==> src/rtl/srl_fifo_pkg.sv <==
// Shared types and helpers for the multi-channel SRL FIFO.
// Build option: define SRL_FIFO_HWM_EN to add the per-channel high-water-mark output.
package srl_fifo_pkg;

  localparam int unsigned DEPTH_MAX = 64;

  typedef int unsigned ch_idx_t;

  // Width needed to hold an occupancy in the range 0..depth.
  function automatic int unsigned cnt_width(input int unsigned depth);
    return $clog2(depth + 1);
  endfunction

  // Low bit of channel ch in a bus packed as NUM_CH slices of width bits.
  function automatic int unsigned slice_lo(input ch_idx_t ch, input int unsigned width);
    return ch * width;
  endfunction

endpackage

==> src/rtl/srl_fifo_ch.sv <==
// One FWFT channel: shift-register storage, registered count, read address and flags.
// Build option: SRL_FIFO_HWM_EN adds hwm_o, the maximum registered count since reset.
module srl_fifo_ch
  import srl_fifo_pkg::*;
#(
  parameter int DATA_WIDTH = 8,
  parameter int DEPTH      = 4,
  parameter int AF_THRESH  = 3,
  localparam int CNT_W     = cnt_width(DEPTH)
) (
  input  logic                  clk,
  input  logic                  reset_n,
  input  logic                  write_i,
  input  logic [DATA_WIDTH-1:0] din_i,
  output logic                  full_n_o,
  input  logic                  read_i,
  output logic [DATA_WIDTH-1:0] dout_o,
  output logic                  empty_n_o,
  output logic                  almost_full_o,
  output logic [CNT_W-1:0]      count_o
`ifdef SRL_FIFO_HWM_EN
  ,
  output logic [CNT_W-1:0]      hwm_o
`endif
);

  localparam int ADDR_W = $clog2(DEPTH);
  localparam logic [CNT_W-1:0]  DEPTH_C   = CNT_W'(DEPTH);
  localparam logic [CNT_W-1:0]  AF_C      = CNT_W'(AF_THRESH);
  localparam logic [ADDR_W-1:0] ADDR_MAX  = ADDR_W'(DEPTH - 1);
  localparam bit                PARAMS_OK = (DEPTH >= 2) && (DEPTH <= DEPTH_MAX) &&
                                            (AF_THRESH >= 1) && (AF_THRESH <= DEPTH);

  logic [DATA_WIDTH-1:0] mem_q [DEPTH];
  logic [CNT_W-1:0]      count_q, count_d;
  logic [ADDR_W-1:0]     addr_q, addr_d;
  logic                  full_n_q, empty_n_q, af_q;
  logic                  push_acc, pop_acc;

  assign push_acc = write_i & full_n_q;
  assign pop_acc  = read_i & empty_n_q;

  // NOTE: every variable gets a default first so no path leaves it unassigned (no latch).
  always_comb begin
    count_d = count_q;
    if (push_acc && !pop_acc) begin
      count_d = count_q + 1'b1;
    end else if (pop_acc && !push_acc) begin
      count_d = count_q - 1'b1;
    end
    addr_d = (count_d != '0) ? ADDR_W'(count_d - 1'b1) : '0;
  end

  // NOTE: storage has no reset; contents are don't-care until count says otherwise.
  always_ff @(posedge clk) begin
    if (push_acc) begin
      // NOTE: non-blocking so every slot shifts from its pre-edge neighbour.
      mem_q[0] <= din_i;
      for (int i = 1; i < DEPTH; i++) begin
        mem_q[i] <= mem_q[i-1];
      end
    end
  end

  always_ff @(posedge clk or negedge reset_n) begin
    if (!reset_n) begin
      count_q   <= '0;
      addr_q    <= '0;
      full_n_q  <= 1'b1;
      empty_n_q <= 1'b0;
      af_q      <= 1'b0;
    end else begin
      count_q   <= count_d;
      addr_q    <= addr_d;
      full_n_q  <= (count_d != DEPTH_C);
      empty_n_q <= (count_d != '0);
      af_q      <= (count_d >= AF_C);
    end
  end

`ifdef SRL_FIFO_HWM_EN
  logic [CNT_W-1:0] hwm_q;

  always_ff @(posedge clk or negedge reset_n) begin
    if (!reset_n) begin
      hwm_q <= '0;
    end else if (count_q > hwm_q) begin
      hwm_q <= count_q;
    end
  end

  assign hwm_o = hwm_q;
`endif

  assign dout_o        = mem_q[addr_q];
  assign full_n_o      = full_n_q;
  assign empty_n_o     = empty_n_q;
  assign almost_full_o = af_q;
  assign count_o       = count_q;

  a_in_range: assert property (@(posedge clk) disable iff (!reset_n)
    PARAMS_OK && (count_q <= DEPTH_C) && (addr_q <= ADDR_MAX));

endmodule

==> src/rtl/srl_fifo_mc.sv <==
// NUM_CH independent SRL FIFO channels sharing one clock; buses are packed per channel.
// Build option: SRL_FIFO_HWM_EN adds if_hwm with a per-channel high-water mark.
module srl_fifo_mc
  import srl_fifo_pkg::*;
#(
  parameter int DATA_WIDTH = 8,
  parameter int DEPTH      = 4,
  parameter int NUM_CH     = 2,
  parameter int AF_THRESH  = 3,
  localparam int CNT_W     = cnt_width(DEPTH)
) (
  input  logic                         clk,
  input  logic                         reset_n,
  input  logic [NUM_CH-1:0]            if_write,
  input  logic [NUM_CH*DATA_WIDTH-1:0] if_din,
  output logic [NUM_CH-1:0]            if_full_n,
  input  logic [NUM_CH-1:0]            if_read,
  output logic [NUM_CH*DATA_WIDTH-1:0] if_dout,
  output logic [NUM_CH-1:0]            if_empty_n,
  output logic [NUM_CH-1:0]            if_almost_full,
  output logic [NUM_CH*CNT_W-1:0]      if_count
`ifdef SRL_FIFO_HWM_EN
  ,
  output logic [NUM_CH*CNT_W-1:0]      if_hwm
`endif
);

  for (genvar c = 0; c < NUM_CH; c++) begin : g_ch
    localparam int unsigned DLO = slice_lo(ch_idx_t'(c), DATA_WIDTH);
    localparam int unsigned CLO = slice_lo(ch_idx_t'(c), CNT_W);

    srl_fifo_ch #(
      .DATA_WIDTH (DATA_WIDTH),
      .DEPTH      (DEPTH),
      .AF_THRESH  (AF_THRESH)
    ) u_ch (
      .clk           (clk),
      .reset_n       (reset_n),
      .write_i       (if_write[c]),
      .din_i         (if_din[DLO +: DATA_WIDTH]),
      .full_n_o      (if_full_n[c]),
      .read_i        (if_read[c]),
      .dout_o        (if_dout[DLO +: DATA_WIDTH]),
      .empty_n_o     (if_empty_n[c]),
      .almost_full_o (if_almost_full[c]),
      .count_o       (if_count[CLO +: CNT_W])
`ifdef SRL_FIFO_HWM_EN
      ,
      .hwm_o         (if_hwm[CLO +: CNT_W])
`endif
    );
  end

endmodule

==> config.mk <==
export PLATFORM = sky130hd
export DESIGN_NAME = srl_fifo_mc
export DESIGN_NICKNAME = d
export VERILOG_FILES = /design/src/rtl/srl_fifo_pkg.sv /design/src/rtl/srl_fifo_ch.sv /design/src/rtl/srl_fifo_mc.sv
export SDC_FILE = /design/constraint.sdc
export NUM_CORES = 1
export LEC_CHECK = 0
export ABC_AREA = 1
export CORE_ASPECT_RATIO = 1.2
export CORE_MARGIN = 1.5
export CORE_UTILIZATION = 54
export DETAILED_ROUTE_END_ITERATION = 6
export HOLD_SLACK_MARGIN = 0.02
export PLACE_DENSITY = 0.79
export REMOVE_ABC_BUFFERS = 1
export SYNTH_ARGS = -nofsm -noshare
export SYNTH_HDL_FRONTEND = slang
export SYNTH_SLANG_ARGS = --single-unit
==> constraint.sdc <==
create_clock -name clk -period 1.94 [get_ports clk]
set_input_delay 0.388 -clock clk [delete_from_list [all_inputs] [get_ports clk]]
set_output_delay 0.388 -clock clk [all_outputs]
set_load 0.05 [all_outputs]
==> reports/results.ini <==
[timing]
rsz0062_at_grt=yes
tightestPinTransition_ns=0.501
period_needed_ns=1.89
final.setup.tns_ns=0
holdWs_ns=0.367
finalCritPeriodShare=0.973
setup_viol=0
fin_skew_ns=0.00897
relSlewSlack=0.665
hold_viol=0
slew_violations=0
fmax_mhz=530

[worst_setup_path]
crit_arrival_ns=1.50
path_delay_family=flip-flops
crit_fanout=10
crit_required_ns=1.55
max_stage_delay_ns=0.45
path_cells=buf_4, o21ai_0, o22ai_2, buf_12
critPathBufInv=2
startpoint_type=register
cp_slowest_cell=dfrtp_2
path_class=register to primary output
path_depth=4
ff2ff_path_depth=9
worst_setup_path_end_kind=primary output

[finish]
drive_gt1_frac=0.297
nFillCells=416
final_cell_mix=edfxtp_1 (64), nand2_1 (36), nor2_1 (32), o21ai_0 (26), clkdlybuf4s50_1 (23)
nets=361
post-route-util=0.728
final_common_cell=edfxtp_1
fin_cells=422
antenna_cells=0
area_growth_pct=29.9

[die]
pin_count=50
fp.dieH_um=89.8
start_util=0.561
num_rows=31
die_x_um=75.4
core_region_area_um2=6050
dieArea_um2=6770

[clocking]
h-tree-depth=3
clk_pin_slew_worst_paths_ns=0.08
clk_path_buf_depth=2
cts_tree=built
cts_root_buf=clkbuf_8
cts.sinks=80
clock_latency_ns=0.34
numCtsBuffers=9
holdBufCountCts=0

[synth]
avgSynthCellArea_um2=12.3
ys_seq_area_frac=0.685
synthTopCellsByArea=edfxtp_1 (57%), dfrtp_1 (10%), o21ai_0 (4.1%)
synth_cell_types=21
synth_top_area_share=0.566
synth_warnings=0
synthCells=276
syn_area_um2=3390
ys_ff_latch=80
yosysTopAreaCell=edfxtp_1

[routing]
route.vias.total=2202
wl_per_cell_um=14.6
routed_via_density=5.22
drt-initial-drc-count=137
postRouteWirelength_mm=6.14
ant_nets=0
drc_errors=0
drt_pre_antenna_iters=4

[placement]
gp_congestion=0.819
portBuffers=49
dp_hpwl_mm=4.24
placed_cells=403

[global_route]
grt_max_degree=33
antenna_found_initial=0
grt_use_total=0.199
grt_pass1_vias=2190
overflow=0
grt_pass1_wl_mm=10.2

[flow_run]
maxCapViolCount=0

[outcome]
outcome=complete, no violations

[worst_hold_path]
hold_path_class=primary input to asynchronous set/reset pin

cell type report:
type / count / area [um^2] / area share
tap: 82 / 103 / 0.0233
sequential: 80 / 2330 / 0.528
timing repair buffer: 58 / 723 / 0.164
multi-input combinational: 160 / 955 / 0.217
clock inverter: 7 / 62.6 / 0.0142
clock buffer: 9 / 124 / 0.0281
inverter: 26 / 113 / 0.0255
per-stage QoR:
stage / instance area, um^2 / setup WS [ns]
global placement: 4130 / 0.215
detailed placement: 4130 / 0.177
finish: 4410 / 0.0527
CTS: 4370 / 0.0136
floorplan: 3330 / -0.00489
global route: 4410 / -0.00209
sequential cells by signal, indices dropped and copies added, names as in the netlist:
| register | count |
|---|---|
| g_ch.u_ch.mem_q | 64 |
| g_ch.u_ch.count_o | 6 |
| g_ch.u_ch.addr_q | 4 |
| g_ch.u_ch.almost_full_o | 2 |
| g_ch.u_ch.empty_n_o | 2 |
| g_ch.u_ch.full_n_o | 2 |
cells in the mapped netlist:
library cell / n
nand3_2: 4
nand2_1: 36
a21oi_2: 2
nand2_2: 8
buf_4: 6
dfrtp_1: 14
nand3_1: 10
o22ai_1: 16
inv_2: 6
dfstp_2: 2
inv_4: 3
o21ai_1: 4
ha_1: 4
edfxtp_1: 64
inv_1: 17
xor2_1: 2
buf_2: 4
nand2_4: 12
nor2_1: 32
nor2_4: 2
o21ai_0: 28
final timing paths:
| check | start | endpoint | slack (ns) |
|---|---|---|---|
| max in group asynchronous | reset_n | g_ch[0].u_ch.full_n_o | 1.33 |
| max reg2reg | g_ch[1].u_ch.full_n_o | g_ch[1].u_ch.addr_q[1] | 0.54 |
| max | g_ch[1].u_ch.addr_q[0] | if_dout[15] | 0.05 |
| min in group clk | g_ch[0].u_ch.mem_q[2][6] | g_ch[0].u_ch.mem_q[3][6] | 0.44 |
| min reg2reg | g_ch[0].u_ch.mem_q[2][6] | g_ch[0].u_ch.mem_q[3][6] | 0.44 |
| min | reset_n | g_ch[1].u_ch.count_o[0] | 0.37 |
routing by layer:
metal | share of wire | up-vias | global-route usage
li1 | - | 1069 | -
met1 | 0.42 | 1074 | 0.268
met2 | 0.52 | 52 | 0.311
met3 | 0.043 | 7 | 0.0381
met4 | 0.011 | 0 | 0.0893
met5 | 0 | - | 0
repair_timing:
| action | in CTS | in global routing |
|---|---|---|
| endpoints found under the setup margin | 17 | 12 |
| buffers inserted | 3 | 0 |
| pin swaps | 3 | 3 |
| resized for setup | 11 | 10 |
| endpoints found under the hold margin | 0 | 0 |
kinds of logic after synthesis:
group                    synth area share
AND/OR/NAND/NOR                     0.163
flip-flops                          0.685
AO/OA/AOI/OAI                      0.0819
buffers and inverters              0.0501
adder cells (fa/ha/maj)            0.0147
XOR/XNOR                          0.00516
Power is not shown: default switching activity piles up to over one toggle a cycle in this logic, so the estimate is an artifact.
